==> src/rtl/me_search_ctl_if.sv <==
// Handshake/address bundle between the motion-estimation sequencer (master)
// and the frame-buffer / SAD datapath side (slave).
interface me_search_ctl_if #(
  parameter int AW  = 11,
  parameter int MVW = 4
) ();
  logic           start;
  logic           stall;
  logic           busy;
  logic           done;
  logic           rd_ref;
  logic [AW-1:0]  ref_x;
  logic [AW-1:0]  ref_y;
  logic           rd_srch;
  logic [AW-1:0]  srch_x;
  logic [AW-1:0]  srch_y;
  logic           compare;
  logic [MVW-1:0] mv_h;
  logic [MVW-1:0] mv_v;
  logic           blk_last;

  modport master (
    input  start, stall,
    output busy, done, rd_ref, ref_x, ref_y, rd_srch, srch_x, srch_y,
           compare, mv_h, mv_v, blk_last
  );

  modport slave (
    output start, stall,
    input  busy, done, rd_ref, ref_x, ref_y, rd_srch, srch_x, srch_y,
           compare, mv_h, mv_v, blk_last
  );
endinterface

==> src/rtl/me_search_ctl.sv <==
// Full-search block-matching address/control sequencer (raster block walk).
// Define ME_HSEARCH_EN for 2-D search; otherwise vertical-only (no h counter).
module me_search_ctl #(
  parameter int FRAME_W = 1920,
  parameter int FRAME_H = 1080,
  parameter int BLK     = 4,
  parameter int SR      = 16,
  parameter int AW      = 11,
  parameter int MVW     = 4
) (
  input  logic            clk,
  input  logic            rst,
  me_search_ctl_if.master bus
);

  localparam int ROWS = BLK + SR - 1;
  localparam int RW   = $clog2(ROWS);

  localparam logic [RW-1:0] ROW_MAX  = RW'(ROWS - 1);
  localparam logic [RW-1:0] ROW_CMP  = RW'(BLK - 1);
  localparam logic [AW-1:0] BLK_A    = AW'(BLK);
  localparam logic [AW-1:0] X_LAST   = AW'(FRAME_W - BLK);
  localparam logic [AW-1:0] Y_LAST   = AW'(FRAME_H - BLK);

  typedef enum logic [1:0] {S_IDLE, S_LOAD, S_SEARCH, S_DONE} state_t;

  state_t         state_q, state_d;
  logic [RW-1:0]  row_q, row_d;
  logic [AW-1:0]  rx_q, rx_d;
  logic [AW-1:0]  ry_q, ry_d;
  logic [MVW-1:0] h_q;
  logic           h_last;

`ifdef ME_HSEARCH_EN
  logic [MVW-1:0] h_d;
  assign h_last = (h_q == MVW'(SR - 1));
`else
  assign h_q    = '0;
  assign h_last = 1'b1;
`endif

  always_ff @(posedge clk) begin
    if (rst) begin
      state_q <= S_IDLE;
      row_q   <= '0;
      rx_q    <= '0;
      ry_q    <= '0;
`ifdef ME_HSEARCH_EN
      h_q     <= '0;
`endif
    end else begin
      state_q <= state_d;
      row_q   <= row_d;
      rx_q    <= rx_d;
      ry_q    <= ry_d;
`ifdef ME_HSEARCH_EN
      h_q     <= h_d;
`endif
    end
  end

  always_comb begin
    state_d = state_q;
    row_d   = row_q;
    rx_d    = rx_q;
    ry_d    = ry_q;
`ifdef ME_HSEARCH_EN
    h_d     = h_q;
`endif
    case (state_q)
      S_IDLE: begin
        if (bus.start) begin
          rx_d    = '0;
          ry_d    = '0;
          state_d = S_LOAD;
        end
      end
      S_LOAD: begin
        if (!bus.stall) begin
          row_d   = '0;
`ifdef ME_HSEARCH_EN
          h_d     = '0;
`endif
          state_d = S_SEARCH;
        end
      end
      S_SEARCH: begin
        if (!bus.stall) begin
          if (row_q == ROW_MAX) begin
            row_d = '0;
            if (h_last) begin
              // End of block: either the frame is finished or step raster-wise.
              if (rx_q == X_LAST && ry_q == Y_LAST) begin
                state_d = S_DONE;
              end else begin
                state_d = S_LOAD;
                if (rx_q == X_LAST) begin
                  rx_d = '0;
                  ry_d = ry_q + BLK_A;
                end else begin
                  rx_d = rx_q + BLK_A;
                end
              end
            end else begin
`ifdef ME_HSEARCH_EN
              h_d = h_q + 1'b1;
`endif
            end
          end else begin
            row_d = row_q + 1'b1;
          end
        end
      end
      S_DONE:  state_d = S_IDLE;
      default: state_d = S_IDLE;
    endcase
  end

  logic in_srch, srch_act, cmp_act;

  assign in_srch  = (state_q == S_SEARCH);
  assign srch_act = in_srch && !bus.stall;
  assign cmp_act  = srch_act && (row_q >= ROW_CMP);

  assign bus.busy     = (state_q != S_IDLE);
  assign bus.done     = (state_q == S_DONE);
  assign bus.rd_ref   = (state_q == S_LOAD) && !bus.stall;
  assign bus.ref_x    = rx_q;
  assign bus.ref_y    = ry_q;
  assign bus.rd_srch  = srch_act;
  // Addresses follow held state, so they stay stable through a stall.
  assign bus.srch_x   = in_srch ? rx_q + AW'(h_q)   : '0;
  assign bus.srch_y   = in_srch ? ry_q + AW'(row_q) : '0;
  assign bus.compare  = cmp_act;
  assign bus.mv_h     = cmp_act ? h_q : '0;
  assign bus.mv_v     = cmp_act ? MVW'(row_q - ROW_CMP) : '0;
  assign bus.blk_last = srch_act && (row_q == ROW_MAX) && h_last;

endmodule

==> src/flat_wrapper.sv <==
// flat-port wrapper written by rule: the top's interface ports become plain ports
module me_search_ctl_flat 
#(
  parameter int FRAME_W = 1920,
  parameter int FRAME_H = 1080,
  parameter int BLK     = 4,
  parameter int SR      = 16,
  parameter int AW      = 11,
  parameter int MVW     = 4
)
  (clk, rst, bus_start, bus_stall, bus_busy, bus_done, bus_rd_ref, bus_ref_x, bus_ref_y, bus_rd_srch, bus_srch_x, bus_srch_y, bus_compare, bus_mv_h, bus_mv_v, bus_blk_last);
  me_search_ctl_if #(.AW(AW), .MVW(MVW)) bus_i ();
  input  logic clk;
  input  logic rst;
  input wire logic [$bits(bus_i.start)-1:0] bus_start;
  input wire logic [$bits(bus_i.stall)-1:0] bus_stall;
  output wire logic [$bits(bus_i.busy)-1:0] bus_busy;
  output wire logic [$bits(bus_i.done)-1:0] bus_done;
  output wire logic [$bits(bus_i.rd_ref)-1:0] bus_rd_ref;
  output wire logic [$bits(bus_i.ref_x)-1:0] bus_ref_x;
  output wire logic [$bits(bus_i.ref_y)-1:0] bus_ref_y;
  output wire logic [$bits(bus_i.rd_srch)-1:0] bus_rd_srch;
  output wire logic [$bits(bus_i.srch_x)-1:0] bus_srch_x;
  output wire logic [$bits(bus_i.srch_y)-1:0] bus_srch_y;
  output wire logic [$bits(bus_i.compare)-1:0] bus_compare;
  output wire logic [$bits(bus_i.mv_h)-1:0] bus_mv_h;
  output wire logic [$bits(bus_i.mv_v)-1:0] bus_mv_v;
  output wire logic [$bits(bus_i.blk_last)-1:0] bus_blk_last;
  assign bus_i.start = bus_start;
  assign bus_i.stall = bus_stall;
  assign bus_busy = bus_i.busy;
  assign bus_done = bus_i.done;
  assign bus_rd_ref = bus_i.rd_ref;
  assign bus_ref_x = bus_i.ref_x;
  assign bus_ref_y = bus_i.ref_y;
  assign bus_rd_srch = bus_i.rd_srch;
  assign bus_srch_x = bus_i.srch_x;
  assign bus_srch_y = bus_i.srch_y;
  assign bus_compare = bus_i.compare;
  assign bus_mv_h = bus_i.mv_h;
  assign bus_mv_v = bus_i.mv_v;
  assign bus_blk_last = bus_i.blk_last;
  me_search_ctl #(.FRAME_W(FRAME_W), .FRAME_H(FRAME_H), .BLK(BLK), .SR(SR), .AW(AW), .MVW(MVW)) u_core (.clk(clk), .rst(rst), .bus(bus_i));
endmodule
==> config.mk <==
export PLATFORM = sky130hd
export DESIGN_NAME = me_search_ctl_flat
export DESIGN_NICKNAME = d
export VERILOG_FILES = /design/src/rtl/me_search_ctl_if.sv /design/src/rtl/me_search_ctl.sv /design/src/flat_wrapper.sv
export SDC_FILE = /design/constraint.sdc
export NUM_CORES = 1
export LEC_CHECK = 0
export CAP_MARGIN = 20
export CELL_PAD_IN_SITES_DETAIL_PLACEMENT = 0
export CELL_PAD_IN_SITES_GLOBAL_PLACEMENT = 1
export CORE_UTILIZATION = 48
export DETAILED_ROUTE_END_ITERATION = 8
export DONT_BUFFER_PORTS = 1
export PLACE_DENSITY_LB_ADDON = 0.1
export SYNTH_ARGS = -nofsm -noshare
export SYNTH_HDL_FRONTEND = slang
export SYNTH_SLANG_ARGS = --single-unit
==> constraint.sdc <==
create_clock -name clk -period 3.3 [get_ports clk]
set_input_delay 0.495 -clock clk [delete_from_list [all_inputs] [get_ports clk]]
set_output_delay 0.495 -clock clk [all_outputs]
set_load 0.005 [all_outputs]
==> flow_metrics.py <==
metrics = {
    "die": {
        "pin_count": 62,
        "die_area_mm2": 0.00422,
        "dieWidth_um": 64.9,
        "rows": 22,
        "die-height_um": 64.9,
        "initial_core_util_pct": 51.1,
        "core-area_mm2": 0.00372,
    },
    "yosys": {
        "synth_edf_count": 0,
        "yosysSeqAreaShare_pct": 26.3,
        "synthesis.area_mm2": 0.00190,
        "ys_ff_latch": 25,
        "synth_ff_type": "dfxtp_1",
        "avgSynthCellArea_um2": 7.69,
        "synth_cells": 247,
        "ys_async_sr_fraction_pct": 0,
        "ys_types": 48,
        "yosys_warnings": 0,
    },
    "power": {
        "cellLeakagePower_nw": 0.690,
        "totalPowerFinal_w": 0.000631,
        "power.density_mw_per_mm2": 325,
        "peakVddDrop_mv": 0.181,
    },
    "routing": {
        "drc": 0,
        "first_pass_iters": 4,
        "ant_nets": 0,
        "viasPerCell": 5.98,
        "wire_per_inst_um": 16.0,
        "drt_iter0_markers": 110,
        "num_vias": 1741,
        "wirelength_um": 4670,
    },
    "setup_path": {
        "cp_max_fo": 9,
        "required_ps": 2800,
        "r2r-end": "u_core.bus.ref_x[6]",
        "cp-start-kind": "flop",
        "criticalPathCategory": "flop to output pin",
        "crit_path_end_kind": "output pin",
        "crit_arrival_ps": 2190,
        "crit_buf_inv": 0,
        "rrSetupSlack_ps": 840,
        "cp_top_family": "compound AO/OA/AOI/OAI gates",
        "reg2reg_from": "u_core.bus.ref_x[2]",
        "path_cells": "ha_1 -> a21o_1 -> a21o_1 -> a21oi_1 -> or4_1 -> a21oi_1",
        "crit_path_max_incr_delay_ps": 540,
        "critPathSlowestCell": "dfxtp_1",
        "r2r_cells": 6,
    },
    "global_route": {
        "grt_max_degree": 26,
        "met1_usage_pct": 28.4,
        "grt_pass1_vias": 1642,
        "overflow": 0,
        "busiest_layer": "met2",
        "grt_usage_pct": 22.7,
        "antenna_found_initial": 0,
        "grt_first_pass_wirelength_um": 7640,
        "gr-usage-met3_pct": 3.17,
        "use_met2_pct": 40.0,
    },
    "run": {
        "cap_violations": 0,
    },
    "finish": {
        "fill_cells": 369,
        "final_cell_mix": "nor2_1 (30), a21oi_1 (25), dfxtp_1 (25)",
        "layout-drive-gt1-share_pct": 8.23,
        "antenna-diode-count": 0,
        "layout_commonest_cell": "nor2_1",
        "area_growth_pct": 2.30,
        "multi_input_area_mm2": 0.00128,
        "seq_area_um2": 500,
        "layout.nets": 257,
    },
    "sta": {
        "rsz0062_at_grt": "false",
        "setup_viol": 0,
        "drv_slew": 0,
        "finalClockSkew_ps": 9.18,
        "period_needed_ps": 2690,
        "fmax_mhz": 372,
        "relSlewSlack_pct": 51.1,
        "tightest_slew_ps": 729,
        "setup-tns-final_ps": 0,
        "finalHoldViolations": 0,
        "timing.final.crit_share_pct": 81.5,
        "hold-worst-slack_ps": 279,
    },
    "run_status": {
        "status": "complete, no violations",
    },
    "hold_path": {
        "min_path_type": "input pin to flop",
        "min_delay_path_depth": 1,
        "whs_endpoint": "u_core.bus.ref_y[4]",
        "hold_start": "rst",
    },
    "place": {
        "io_buffers": 0,
        "dp_hpwl_um": 3320,
        "gp_congestion": 0.809,
    },
    "cts": {
        "clk_transition_reported_paths_ps": 100,
        "htreeDepth": 1,
        "holdBufCountCts": 0,
        "cts-resized-gates": 0,
        "cts_buffer_depth": 2,
        "cts_tree": "done",
        "tritoncts.num_buffers": 3,
        "cts.sinks": 25,
        "root_buffer": "clkbuf_8",
        "cts_setup_buffers": 0,
        "clk_latency_ps": 270,
    },
}
==> how the worst max path moves through the flow <==
stage / start / endpoint / slack, ps / depth (start not counted)
floorplan: u_core.bus.ref_y[2] / bus_srch_y[10] / 1170 / 6
global placement: u_core.bus.ref_x[2] / u_core.bus.ref_x[6] / 930 / 6
detailed placement: u_core.bus.ref_x[2] / u_core.bus.ref_x[10] / 890 / 6
CTS: u_core.bus.ref_y[2] / bus_srch_y[10] / 610 / 6
global route: u_core.bus.ref_y[2] / bus_srch_y[10] / 510 / 6
finish: u_core.bus.ref_y[2] / bus_srch_y[10] / 610 / 6
==> cells by family after synthesis <==
logic type / count (synthesis) / share of synthesized area, %
xor gates and xnor gates: 11 / 5.07
DFF: 25 / 26.3
buffers and inverters: 30 / 8.03
and+or+nand+nor: 111 / 32.6
adders and majority gates: 9 / 5.93
other: 1 / 0.197
AOI/OAI and AO/OA: 60 / 21.9
==> power by group <==
part / total (W) / internal [W] / switching (W)
Sequential: 0.000321 / 0.000309 / 0.0000120
Combinational: 0.000122 / 0.0000398 / 0.0000820
Clock: 0.000188 / 0.0000845 / 0.000104
Total: 0.000631 / 0.000433 / 0.000198
==> metal layers <==
layer	share of wire, %	wire length, µm
met1	47	2210
met2	48	2250
met3	3.9	182
met4	0.51	24
met5	0	0
==> worst reg2reg max path: stages (launching register included) <==
cell	delay (ps)
dfxtp_1	440
ha_1	280
nand4_4	150
or4_4	570
o21ai_1	620
o21ai_0	190
a21oi_1	160
==> registers in the layout, summed over array words and instances (netlist names) <==
signal and cells:
u_core.bus.ref_x 9, u_core.bus.ref_y 9, u_core.row_q 5, u_core.state_q 2
==> Yosys cell counts, drive strengths merged, types with 7 or more instances <==
cell / number / area share (%)
nor2: 30 / 5.9
dfxtp: 25 / 26
and2: 13 / 4.5
nand2: 17 / 3.4
a21oi: 25 / 6.6
nand3: 9 / 2.4
ha: 9 / 5.9
or4: 9 / 3.8
xnor2: 7 / 3.2
nand4: 7 / 3.1
o21ai: 12 / 3.2
inv: 10 / 2.0
buf: 14 / 4.9
==> metrics by stage <==
stage / util, % / instances / cell area, µm² / setup slack (ps)
after global routing: 52.3 / 291 / 1940 / 505
after CTS: 52.3 / 291 / 1940 / 609
final: 52.3 / 291 / 1940 / 611
after detailed placement: 51.1 / 287 / 1900 / 885
after global placement: 51.1 / 287 / 1900 / 928
after floorplan: - / 257 / 1940 / 1170
==> final cells by class <==
class | count | share of cell area, %
Clock inverter | 1 | 0.257
Tap cell | 48 | 3.09
Clock buffer | 3 | 2.12
Inverter | 10 | 1.93
Multi-Input combinational cell | 202 | 66.1
Sequential cell | 25 | 25.7
Timing Repair Buffer | 2 | 0.772
(Power assumes the default switching activity.)
